==> config.mk <==
export PLATFORM = sky130hd
export DESIGN_NAME = ha_array_mul_seq_flat
export DESIGN_NICKNAME = d
export VERILOG_FILES = /design/src/rtl/ha_array_mul_seq_if.sv /design/src/rtl/ha_array_mul_seq.sv /design/src/flat_wrapper.sv
export SDC_FILE = /design/constraint.sdc
export NUM_CORES = 1
export LEC_CHECK = 0
export CORE_ASPECT_RATIO = 0.8
export CORE_MARGIN = 2
export CORE_UTILIZATION = 35
export DETAILED_ROUTE_END_ITERATION = 7
export GPL_ROUTABILITY_DRIVEN = 1
export PLACE_DENSITY = 0.71
export SYNTH_ARGS = -nofsm -noshare
export SYNTH_HDL_FRONTEND = slang
export SYNTH_SLANG_ARGS = --single-unit
==> constraint.sdc <==
create_clock -name clk -period 7.2 [get_ports clk]
set_clock_uncertainty 0.2 [all_clocks]
set_input_delay 1.8 -clock clk [delete_from_list [all_inputs] [get_ports clk]]
set_output_delay 1.8 -clock clk [all_outputs]
set_load 0.02 [all_outputs]
==> src/rtl/ha_array_mul_seq_if.sv <==
// Request, generator and response signals of the ha_array sequencer.
// slave is the sequencer side; master is the requester/generator/consumer side.
interface ha_array_mul_seq_if;
  logic       req0_valid, req0_ready, req1_valid, req1_ready;
  logic [7:0] req0_x, req0_y, req1_x, req1_y;
  logic [7:0] pp_x, pp_y;
  logic [6:0] ha_array_0_b, ha_array_1_b, ha_array_2_b, ha_array_3_b;
  logic [8:0] ha_array_0_t, ha_array_1_t, ha_array_2_t, ha_array_3_t;
  logic        rsp_valid, rsp_ready, rsp_id;
  logic [15:0] rsp_p;

  modport slave (
    input  req0_valid, req1_valid, req0_x, req0_y, req1_x, req1_y,
    input  ha_array_0_b, ha_array_1_b, ha_array_2_b, ha_array_3_b,
    input  ha_array_0_t, ha_array_1_t, ha_array_2_t, ha_array_3_t,
    input  rsp_ready,
    output req0_ready, req1_ready, pp_x, pp_y, rsp_valid, rsp_p, rsp_id
  );

  modport master (
    output req0_valid, req1_valid, req0_x, req0_y, req1_x, req1_y,
    output ha_array_0_b, ha_array_1_b, ha_array_2_b, ha_array_3_b,
    output ha_array_0_t, ha_array_1_t, ha_array_2_t, ha_array_3_t,
    output rsp_ready,
    input  req0_ready, req1_ready, pp_x, pp_y, rsp_valid, rsp_p, rsp_id
  );
endinterface

==> src/rtl/ha_array_mul_seq.sv <==
// Round-robin two-requester sequencer that reduces the four ha_array groups
// into a 16-bit approximate product with one shared accumulator adder.
module ha_array_mul_seq #(
  parameter int GROUPS_PER_CYCLE = 1
) (
  input logic               clk,
  input logic               rst,
  ha_array_mul_seq_if.slave bus
);

  if (GROUPS_PER_CYCLE != 1 && GROUPS_PER_CYCLE != 2 && GROUPS_PER_CYCLE != 4) begin : g_bad_gpc
    $error("GROUPS_PER_CYCLE must be 1, 2 or 4");
  end

  typedef enum logic [1:0] {IDLE, ACCUM, DONE} state_t;

  localparam logic [1:0] CNT_STEP = 2'(GROUPS_PER_CYCLE);
  localparam logic [1:0] CNT_LAST = 2'(4 - GROUPS_PER_CYCLE);

  state_t      state_q;
  logic [15:0] acc_q;
  logic [1:0]  cnt_q;
  logic [7:0]  opx_q, opy_q;
  logic        id_q, last_id_q, rsp_valid_q;

  logic        gnt0, gnt1;
  logic [15:0] gw [4];
  logic [15:0] acc_d;

  function automatic logic [15:0] group_weight(input logic [8:0] t, input logic [6:0] b,
                                               input int unsigned k);
    logic [15:0] s;
    s = 16'(t) + {7'b0, b, 2'b00};
    return s << (2 * k);
  endfunction

  assign gw[0] = group_weight(bus.ha_array_0_t, bus.ha_array_0_b, 0);
  assign gw[1] = group_weight(bus.ha_array_1_t, bus.ha_array_1_b, 1);
  assign gw[2] = group_weight(bus.ha_array_2_t, bus.ha_array_2_b, 2);
  assign gw[3] = group_weight(bus.ha_array_3_t, bus.ha_array_3_b, 3);

  // On a tie the requester that was not served last wins.
  assign gnt0 = !rst && (state_q == IDLE) && bus.req0_valid && (!bus.req1_valid || last_id_q);
  assign gnt1 = !rst && (state_q == IDLE) && bus.req1_valid && (!bus.req0_valid || !last_id_q);

  always_comb begin
    logic [1:0] idx;
    acc_d = acc_q;
    for (int j = 0; j < GROUPS_PER_CYCLE; j++) begin
      idx   = cnt_q + 2'(j);
      acc_d = acc_d + gw[idx];
    end
  end

  always_ff @(posedge clk) begin
    if (rst) begin
      state_q     <= IDLE;
      acc_q       <= '0;
      cnt_q       <= '0;
      opx_q       <= '0;
      opy_q       <= '0;
      id_q        <= 1'b0;
      last_id_q   <= 1'b1;
      rsp_valid_q <= 1'b0;
    end else begin
      case (state_q)
        IDLE: begin
          if (gnt0 || gnt1) begin
            opx_q   <= gnt1 ? bus.req1_x : bus.req0_x;
            opy_q   <= gnt1 ? bus.req1_y : bus.req0_y;
            id_q    <= gnt1;
            acc_q   <= '0;
            cnt_q   <= '0;
            state_q <= ACCUM;
          end
        end
        ACCUM: begin
          acc_q <= acc_d;
          cnt_q <= cnt_q + CNT_STEP;
          if (cnt_q == CNT_LAST) begin
            rsp_valid_q <= 1'b1;
            state_q     <= DONE;
          end
        end
        DONE: begin
          if (bus.rsp_ready) begin
            last_id_q   <= id_q;
            rsp_valid_q <= 1'b0;
            state_q     <= IDLE;
          end
        end
        default: state_q <= IDLE;
      endcase
    end
  end

  assign bus.req0_ready = gnt0;
  assign bus.req1_ready = gnt1;
  assign bus.pp_x       = opx_q;
  assign bus.pp_y       = opy_q;
  assign bus.rsp_valid  = rsp_valid_q;
  assign bus.rsp_p      = acc_q;
  assign bus.rsp_id     = id_q;

endmodule
==> src/flat_wrapper.sv <==
// flat-port wrapper written by rule: the top's interface ports become plain ports
module ha_array_mul_seq_flat 
#(
  parameter int GROUPS_PER_CYCLE = 1
)
  (clk, rst, bus_req0_valid, bus_req1_valid, bus_req0_x, bus_req0_y, bus_req1_x, bus_req1_y, bus_ha_array_0_b, bus_ha_array_1_b, bus_ha_array_2_b, bus_ha_array_3_b, bus_ha_array_0_t, bus_ha_array_1_t, bus_ha_array_2_t, bus_ha_array_3_t, bus_rsp_ready, bus_req0_ready, bus_req1_ready, bus_pp_x, bus_pp_y, bus_rsp_valid, bus_rsp_p, bus_rsp_id);
  ha_array_mul_seq_if bus_i ();
  input logic clk;
  input logic rst;
  input wire logic [$bits(bus_i.req0_valid)-1:0] bus_req0_valid;
  input wire logic [$bits(bus_i.req1_valid)-1:0] bus_req1_valid;
  input wire logic [$bits(bus_i.req0_x)-1:0] bus_req0_x;
  input wire logic [$bits(bus_i.req0_y)-1:0] bus_req0_y;
  input wire logic [$bits(bus_i.req1_x)-1:0] bus_req1_x;
  input wire logic [$bits(bus_i.req1_y)-1:0] bus_req1_y;
  input wire logic [$bits(bus_i.ha_array_0_b)-1:0] bus_ha_array_0_b;
  input wire logic [$bits(bus_i.ha_array_1_b)-1:0] bus_ha_array_1_b;
  input wire logic [$bits(bus_i.ha_array_2_b)-1:0] bus_ha_array_2_b;
  input wire logic [$bits(bus_i.ha_array_3_b)-1:0] bus_ha_array_3_b;
  input wire logic [$bits(bus_i.ha_array_0_t)-1:0] bus_ha_array_0_t;
  input wire logic [$bits(bus_i.ha_array_1_t)-1:0] bus_ha_array_1_t;
  input wire logic [$bits(bus_i.ha_array_2_t)-1:0] bus_ha_array_2_t;
  input wire logic [$bits(bus_i.ha_array_3_t)-1:0] bus_ha_array_3_t;
  input wire logic [$bits(bus_i.rsp_ready)-1:0] bus_rsp_ready;
  output wire logic [$bits(bus_i.req0_ready)-1:0] bus_req0_ready;
  output wire logic [$bits(bus_i.req1_ready)-1:0] bus_req1_ready;
  output wire logic [$bits(bus_i.pp_x)-1:0] bus_pp_x;
  output wire logic [$bits(bus_i.pp_y)-1:0] bus_pp_y;
  output wire logic [$bits(bus_i.rsp_valid)-1:0] bus_rsp_valid;
  output wire logic [$bits(bus_i.rsp_p)-1:0] bus_rsp_p;
  output wire logic [$bits(bus_i.rsp_id)-1:0] bus_rsp_id;
  assign bus_i.req0_valid = bus_req0_valid;
  assign bus_i.req1_valid = bus_req1_valid;
  assign bus_i.req0_x = bus_req0_x;
  assign bus_i.req0_y = bus_req0_y;
  assign bus_i.req1_x = bus_req1_x;
  assign bus_i.req1_y = bus_req1_y;
  assign bus_i.ha_array_0_b = bus_ha_array_0_b;
  assign bus_i.ha_array_1_b = bus_ha_array_1_b;
  assign bus_i.ha_array_2_b = bus_ha_array_2_b;
  assign bus_i.ha_array_3_b = bus_ha_array_3_b;
  assign bus_i.ha_array_0_t = bus_ha_array_0_t;
  assign bus_i.ha_array_1_t = bus_ha_array_1_t;
  assign bus_i.ha_array_2_t = bus_ha_array_2_t;
  assign bus_i.ha_array_3_t = bus_ha_array_3_t;
  assign bus_i.rsp_ready = bus_rsp_ready;
  assign bus_req0_ready = bus_i.req0_ready;
  assign bus_req1_ready = bus_i.req1_ready;
  assign bus_pp_x = bus_i.pp_x;
  assign bus_pp_y = bus_i.pp_y;
  assign bus_rsp_valid = bus_i.rsp_valid;
  assign bus_rsp_p = bus_i.rsp_p;
  assign bus_rsp_id = bus_i.rsp_id;
  ha_array_mul_seq #(.GROUPS_PER_CYCLE(GROUPS_PER_CYCLE)) u_core (.clk(clk), .rst(rst), .bus(bus_i));
endmodule
### After elaboration in Yosys (flattened, before gate mapping)

Index checks and enable logic that the tools add are counted.
Widths: inputs -> output; s select.

| word-level totals | value |
|---|---|
| input bits | 101 |
| logic and storage cells | 58 |
| register bits after elaboration | 39 |
| output and inout port bits | 36 |

| cells by class | value |
|---|---|
| eq/ne operators | 6 |
| add/subtract/negate cells | 6 |
| multiplexer cells | 16 |
| magnitude comparators | 1 |
| bitwise gates (word level) | 1 |
| reductions and logical operators | 20 |

Operators with widths:

| cell | number |
|---|---|
| $mux 16 | 3 |
| $add 9x9->10 | 4 |
| $bmux 16 s2 | 1 |
| $pmux 16 s2 | 1 |
| $add 16x16->16 | 1 |
| $mux 8 | 2 |
| $mux 2 | 4 |
| $pmux 2 s3 | 1 |
| $reduce_and 2->1 | 3 |
| $reduce_and 3->1 | 2 |
| $logic_and 1x1->1 | 5 |
| $eq 2x2->1 const B | 2 |
| $logic_not 1->1 | 4 |
| $ne 2x2->1 const B | 2 |
| $pmux 2 s2 | 1 |
| $reduce_bool 2->1 | 2 |
| $ge 3x3->1 const B | 1 |
| $logic_or 1x1->1 | 3 |
| $not 2->3 | 1 |
| $add 2x1->2 const B | 1 |
| $eq 2x1->1 const B | 1 |
| $logic_not 2->1 | 1 |
| $mux 1 | 2 |
| $ne 2x1->1 const B | 1 |
| $pmux 1 s2 | 1 |

### Depth between registers and ports, before layout

Gate-level depths: netlist (run 1).

| depth | value |
|---|---|
| word-level depth | 7 |
| gate-level depth with buffers | 16 |

### Worst setup path after synthesis (run 1)

No wires, ideal clock.

| timing path | value |
|---|---|
| path type | input -> register |
| start | input port bus_ha_array_0_t[2] |
| end | register u_core.acc_q[9], in the netlist u_core.bus.rsp_p[9] |
| required time | 6.878 ns |
| arrival time | 4.531 ns |
| stages on the path | 15 |
| slack | 2.347 ns |
| cells stage by stage | ha_1 > inv_1 > fa_1 > nor2b_1 > o21ai_0 > nand2b_1 > xor2_1 > mux4_2 > ha_1 > a21oi_2 > o211ai_2 > a21o_1 > a21oi_1 > nor4_1 > a311o_1 |

| between the ends | value |
|---|---|
| cells in the longest elaborated chain, start to end | 6 |

Ends and longest elaborated chain:

| what | RTL line | source |
|---|---|---|
| start: declaration | flat_wrapper.sv:20 | `input wire logic [$bits(bus_i.ha_array_0_t)-1:0] bus_ha_array_0_t;` |
| $add 9x9->10 | ha_array_mul_seq.sv:33 | `s = 16'(t) + {7'b0, b, 2'b00};` |
| $bmux 16 s2 | ha_array_mul_seq.sv:51 | `acc_d = acc_d + gw[idx];` |
| $mux 16 (implied by the code) (2 in series) | ha_array_mul_seq.sv:51 |  |
| $add 16x16->16 | ha_array_mul_seq.sv:51 |  |
| $pmux 16 s2 | ha_array_mul_seq.sv:66 | `case (state_q)` |
| end signal: assignment | ha_array_mul_seq.sv:58 | `acc_q <= '0;` |
| end signal: assignment | ha_array_mul_seq.sv:72 | `acc_q <= '0;` |
| end signal: assignment | ha_array_mul_seq.sv:78 | `acc_q <= acc_d;` |
| end: declaration | ha_array_mul_seq.sv:21 | `logic [15:0] acc_q;` |

Every way passes these cells. The select of a mux whose other input is x is not followed.
A chain may end at the register's enable or synchronous reset.

### Worst setup path after layout (run 1)

| timing path | value |
|---|---|
| start | input port rst |
| end | output port bus_req1_ready |

| between the ends | value |
|---|---|
| cells in the longest elaborated chain, start to end | 4 |

Ends and longest elaborated chain:

| what | RTL line | source |
|---|---|---|
| start: declaration | flat_wrapper.sv:9 | `input logic rst;` |
| $logic_not 1->1 | ha_array_mul_seq.sv:44 | `assign gnt1 = !rst && (state_q == IDLE) && bus.req1_valid && (!bus.req0_valid \|\| !last_id_q);` |
| $logic_and 1x1->1 (3 in series) | ha_array_mul_seq.sv:44 |  |
| end: declaration | flat_wrapper.sv:26 | `output wire logic [$bits(bus_i.req1_ready)-1:0] bus_req1_ready;` |

Every way passes these cells.

==> results of run 1 <==
## through the flow
step | setup slack [ps] | hold slack, ps | std cells
6_report | 1200 | 279 | 717
2_1_floorplan | 2350 | 263 | 450
3_5_place_dp | 1240 | 274 | 711
3_3_place_gp | 1280 | 265 | 711
5_1_grt | 1080 | 307 | 717
4_1_cts | 1220 | 281 | 717
## power by group through the flow
stage          Clock, mW  Sequential (mW)  Combinational (mW)
2_1_floorplan          0            0.289               0.295
3_3_place_gp           0            0.269               0.472
3_5_place_dp           0            0.269               0.480
4_1_cts            0.209            0.265               0.483
5_1_grt            0.217            0.269               0.532
6_report           0.206            0.265               0.482
## registers in the layout, indices dropped and copies added (netlist names)
signal	flops
u_core.bus.rsp_p	16
u_core.bus.rsp_id	1
u_core.last_id_q	1
u_core.cnt_q	2
u_core.state_q	2
u_core.bus.rsp_valid	1
u_core.bus.pp_y	8
u_core.bus.pp_x	8
## synth_stat cells (2+ instances only)
cell and count:
a21oi_1 30, and3_1 2, o31ai_1 2, nand3b_1 3, nand2b_1 7, fa_1 5, dfxtp_1 39, nor3_1 3
o211ai_2 3, inv_1 17, a21oi_2 4, clkbuf_1 13, nor2b_1 5, a211oi_1 2, a311o_1 2, nor3b_1 3
a21o_1 10, a22oi_1 9, ha_1 45, o21ai_1 2, nand2_1 59, a32oi_1 3, xnor2_1 15, a31oi_1 2
mux2i_1 4, nor2_1 59, nand3_1 8, o21bai_1 8, xor2_1 10, o211ai_1 7, nand3_2 2, o31a_1 2
a211oi_2 2, o21ai_0 16, a311oi_1 17
## final timing paths
check / startpoint / end
max: rst / bus_req1_ready
min reg2reg: u_core.bus.rsp_p[10] / u_core.bus.rsp_p[10]
max reg2reg: u_core.cnt_q[1] / u_core.bus.rsp_p[9]
min: u_core.bus.rsp_p[10] / u_core.bus.rsp_p[10]
## area by class of cell
| class | instances | area [µm²] |
|---|---|---|
| Clock buffer | 6 | 129 |
| Fill cell | 958 | 4940 |
| Inverter | 18 | 70.1 |
| Multi-Input combinational cell | 376 | 2690 |
| Sequential cell | 39 | 781 |
| Tap cell | 140 | 175 |
| Timing Repair Buffer | 138 | 1380 |
## cells in the final DEF (no fill, tap or decap), types with 15 or more instances in the layout
| cell | synthesis | routed |
|---|---|---|
| clkdlybuf4s50_1 | 0 | 136 |
| nand2_1 | 59 | 59 |
| nor2_1 | 59 | 59 |
| ha_1 | 45 | 45 |
| dfxtp_1 | 39 | 39 |
| a21oi_1 | 30 | 30 |
| inv_1 | 17 | 17 |
| a311oi_1 | 17 | 17 |
| o21ai_0 | 16 | 16 |
| xnor2_1 | 15 | 15 |
## cells by family (layout without fill, tap and decap cells)
logic type      Yosys count  in the layout
compound gates          135            135
fa+ha+maj                50             50
flops                    39             39
buf+inv                  35            162
simple gates            161            161
mux                       5              5
xor+xnor                 25             25
## worst reg2reg max path, stage by stage, from the launching register on
cell,delay (ps)
dfxtp_1,660
inv_1,300
nor2_1,290
nand2_1,80
o21ai_0,120
ha_1,340
a21oi_1,240
o211ai_2,180
a21o_1,190
a21oi_1,180
nor4_1,60
a311o_1,270
## layer usage
| layer | wire length [µm] | GRT usage, % |
|---|---|---|
| met3 | 889 | 5.80 |
| met1 | 4980 | 24.2 |
| met5 | 0 | 0 |
| met4 | 67 | 3.51 |
| met2 | 4280 | 30.8 |
==> results_dict.tcl, run 1 <==
set metrics [dict create \
    switching_power_mw 0.355 \
    p_seq_share_pct 27.8 \
    cts_resized 0 \
    worstPathRequired_ps 5200 \
    synth_top_family_by_area "compound AO/OA/AOI/OAI gates" \
    cts.sinks 39 \
    cpMostUsedCell "clkdlybuf4s50_1" \
    clk_latency_ps 270 \
    hold_path_class "flip-flop to flip-flop" \
    gp_congestion 0.817 \
    antenna_cells 0 \
    worstMarginPinSlew_ps 1080 \
    antenna_found_initial 0 \
    setup_viol 0 \
    path_depth 5 \
    dp_hpwl_mm 8.08 \
    holdPathStages 2 \
    initial_core_util_pct 35.6 \
    switching_share_pct 37.2 \
    combPwrFrac_pct 50.6 \
    p_per_area_nw_per_um2 183 \
    crit_path_start_kind "primary input" \
    crit_buf_inv 3 \
    relSlewSlack_pct 27.7 \
    cap_violations 0 \
    netlist.area_leader.share_pct 21.6 \
    p_clk_share_pct 21.6 \
    cts_root_buf "clkbuf_16" \
    fin_setup_tns_ps 0 \
    ios 137 \
    yosysTopAreaCell "dfxtp_1" \
    vias 3706 \
    critPathMaxFanout 35 \
    period_needed_ps 6000 \
    cp_slowest_cell "clkdlybuf4s50_1" \
    avgSynthCellArea_um2 8.03 \
    synth-edff-count 0 \
    reg2regPathDepth 11 \
    nets 729 \
    irDropWorstVdd_mv 0.167 \
    syn_nets 601 \
    synthMuxAreaShare_pct 1.73 \
    core_area_um2 10200 \
    seq_area_frac_synth_pct 21.6 \
    wl_per_cell_um 14.3 \
    first_pass_iters 6 \
    grt_pass1_vias 3745 \
    final-hold-violation-count 0 \
    status "finished clean" \
    p_total_mw 0.953 \
    die_h_um 94.9 \
    ys_types 65 \
    period_share_pct 83.3 \
    netlist_instances 450 \
    ctsHoldBuffers 0 \
    slew_viol_final 0 \
    io_buffers 136 \
    drt_iter0_drc 135 \
    drc 0 \
    grt_pass1_wl_mm 17.2 \
    track_usage_pct 18.6 \
    cts_setup_buffers 0 \
    dieArea_um2 11200 \
    end_kind "output pin" \
    ys_ff_latch 39 \
    utilization_pct 51.4 \
    finalWirelength_mm 10.2 \
    viasPerCell 5.17 \
    fmax_mhz 167 \
    area_delta_synth_final_pct 44.4 \
    synthTopCellsByArea "dfxtp_1 (22%), ha_1 (16%), nand2_1 (6.1%), nor2_1 (6.1%), a21oi_1 (4.2%)" \
    place_area_um2 5090 \
    cpPeakStageDelay_ps 650 \
    cts_tree "built" \
    cts_buffer_depth 2 \
    path_cells "clkdlybuf4s50_1, nor3_4, nand3_2, inv_1, clkdlybuf4s50_1" \
    final_area_um2 5220 \
    grt_setup_unrepaired "no" \
    rrSetupSlack_ps 3970 \
    htreeDepth 2 \
    drtAntennaViolNets 0 \
    overflow 0 \
    ys_warn_count 0 \
    synth.cell_area_um2 3610 \
    final_layout_size_suffix_gt1_share_pct 5.20 \
    rows 33 \
    total_leakage_power_nw 2.10 \
    synth-simple-area-share_pct 21.0 \
    async_flop_share_pct 0 \
    yosys.area_share.adder_pct 18.4 \
    cts.clk_slew.worst_paths_ps 60 \
    grt_max_degree 39 \
    critPathArrivalTime_ps 4000 \
    fp.dieW_um 118 \
    synth_compound_area_share_pct 27.2 \
    cellInternalPower_mw 0.598 \
    crit_family "buffers and inverters" \
    synth_xor_area_share_pct 6.06 \
    ys.flop_type "dfxtp_1" \
    cts_buffers 5 \
    crit_type "primary input to output pin" \
]
Note: power is estimated with default switching activity, not from simulation.
==> run 2: changes to the inputs <==
- PLACE_DENSITY: 0.71 -> 0.74
- clock period: 7.2 -> 4.85 ns (I/O delays scaled with it)
==> run 2 against run 1 <==
  * Core utilization rose by 0.92 points
  * Routed wire length rose by 5.7%
  * Global-route usage rose by 0.80 points
  * Combinational power rose by 58%
==> results_dict.tcl, run 2 (synthesis gave the netlist of run 1 again) <==
set metrics [dict create \
    drtAntennaViolNets 0 \
    total_leakage_power_nw 2.15 \
    dp_hpwl_mm 8.42 \
    cts_tree "built" \
    grt_max_degree 39 \
    relSlewSlack_pct 28.6 \
    antenna_found_initial 0 \
    place_area_um2 5150 \
    gp_congestion 0.836 \
    critPathMaxFanout 5 \
    final_area_um2 5310 \
    crit_path_start_kind "primary input" \
    cts.sinks 39 \
    final_common_cell "clkdlybuf4s50_1" \
    end_kind "flip-flop" \
    crit_type "primary input to flip-flop" \
    drt_iter0_drc 166 \
    finalWirelength_mm 10.8 \
    fp.dieW_um 118 \
    cts_buffers 5 \
    grt_pass1_wl_mm 17.9 \
    antenna_cells 0 \
    grt_pass1_vias 3817 \
    layout_common_cells "clkdlybuf4s50_1 (136), nand2_1 (59), nor2_1 (59)" \
    initial_core_util_pct 35.6 \
    clk_latency_ps 280 \
    combPwrFrac_pct 51.5 \
    worstMarginPinSlew_ps 1070 \
    critPathArrivalTime_ps 4630 \
    irDropWorstVdd_mv 0.259 \
    cpPeakStageDelay_ps 480 \
    p_total_mw 1.48 \
    hold_ws_ps 284 \
    p_clk_share_pct 21.8 \
    fmax_mhz 217 \
    period_share_pct 95.2 \
    utilization_pct 52.3 \
    cts_setup_buffers 0 \
    final_layout_size_suffix_gt1_share_pct 7.33 \
    switching_share_pct 38.0 \
    cts_root_buf "clkbuf_16" \
    first_pass_iters 4 \
    layout_setup_ws_ps 235 \
    p_per_area_nw_per_um2 278 \
    rows 33 \
    overflow 0 \
    cts.clk_slew.worst_paths_ps 60 \
    path_cells "clkdlybuf4s50_1, ha_1, inv_1, fa_1, nor2b_1, o21ai_0, nand2b_1, xor2_1, mux4_2, ha_2, nand2_1, a21boi_2, buf_4, nand3_2, a211o_1, and2_4, o211ai_2" \
    htreeDepth 2 \
    cp_slowest_cell "mux4_2" \
    dieArea_um2 11200 \
    io_buffers 136 \
    grt_setup_unrepaired "no" \
    cap_violations 0 \
    hold_path_class "flip-flop to flip-flop" \
    period_needed_ps 4620 \
    core_area_um2 10200 \
    status "finished clean" \
    switching_power_mw 0.562 \
    viasPerCell 5.26 \
    slew_viol_final 0 \
    nets 737 \
    p_seq_share_pct 26.7 \
    cts_buffer_depth 2 \
    worstPathRequired_ps 4860 \
    track_usage_pct 19.4 \
    largest_reg_flops 16 \
    final-hold-violation-count 0 \
    area_delta_synth_final_pct 47.0 \
    drc 0 \
    cellInternalPower_mw 0.915 \
    vias 3827 \
    setup_viol 0 \
    dp_slack_ps -77.3 \
    die_h_um 94.9 \
    wl_per_cell_um 14.9 \
    ios 137 \
]
-- run 2: cell types whose count changed in the layout (fill, tap and decap cells not counted) --
cell | previous run | this run
buf_4 | 2 | 10
a21oi_1 | 30 | 29
o31ai_4 | 0 | 1
o31ai_2 | 1 | 0
clkinv_2 | 0 | 3
ha_1 | 45 | 44
a21oi_4 | 0 | 1
ha_2 | 0 | 1
clkbuf_1 | 1 | 0
-- run 2: path summary, 6_finish.rpt --
| kind | slack, ps | to | from | cells past startpoint |
|---|---|---|---|---|
| setup / recovery | 230 | u_core.bus.rsp_p[15] | bus_ha_array_0_t[2] | 17 |
| hold / removal | 280 | u_core.bus.rsp_p[13] | u_core.bus.rsp_p[13] | 2 |
| setup reg to reg | 1540 | u_core.bus.rsp_p[14] | u_core.cnt_q[1] | 10 |
| hold reg to reg | 280 | u_core.bus.rsp_p[13] | u_core.bus.rsp_p[13] | 2 |
-- run 2: final cells by class --
class	count	area, µm²
Clock inverter	3	15.0
Sequential cell	39	781
Clock buffer	5	125
Multi-Input combinational cell	376	2710
Inverter	18	70.1
Fill cell	983	4850
Timing Repair Buffer	146	1440
Tap cell	140	175
-- run 2: repair_timing --
item | in CTS | in global routing
hold buffers | 0 | 0
setup endpoints to repair | 0 | 3
hold endpoints to repair | 0 | 0
gates resized for setup | 0 | 4
-- run 2: power groups by stage --
stage	clock network (mW)	logic (mW)	registers [mW]
detailed placement	0	0.740	0.401
finish	0.321	0.761	0.394
CTS	0.329	0.745	0.394
global route	0.344	0.833	0.400
floorplan	0	0.437	0.430
global placement	0	0.723	0.399
-- run 2: critical path: cells and delay by family --
kind | cells | cell delay (ps)
adder cells (fa/ha/maj) | 3 | 940
AO/OA/AOI/OAI | 4 | 680
buffers and inverters | 3 | 650
AND/OR/NAND/NOR | 5 | 580
multiplexers | 1 | 480
XOR/XNOR | 1 | 70
-- run 2: through the flow --
| step | instances | TNS [ps] |
|---|---|---|
| floorplan | 450 | 0 |
| global route | 727 | 0 |
| finish | 727 | 0 |
| CTS | 727 | 0 |
| detailed placement | 719 | -175 |
| global placement | 719 | 0 |
-- run 2: layer usage --
layer	up-vias	GRT usage (%)	part of all wire, %
met3	8	7.19	9.8
met4	0	4.72	1.1
met1	1760	23.5	44
li1	1913	-	-
met5	-	0	0
met2	146	32.9	45
==> run 3: changes to the inputs <==
- CTS_CLUSTER_DIAMETER: default -> 60
==> results of run 3 <==
Final layout, timing and power as in run 2 (identical DEF).
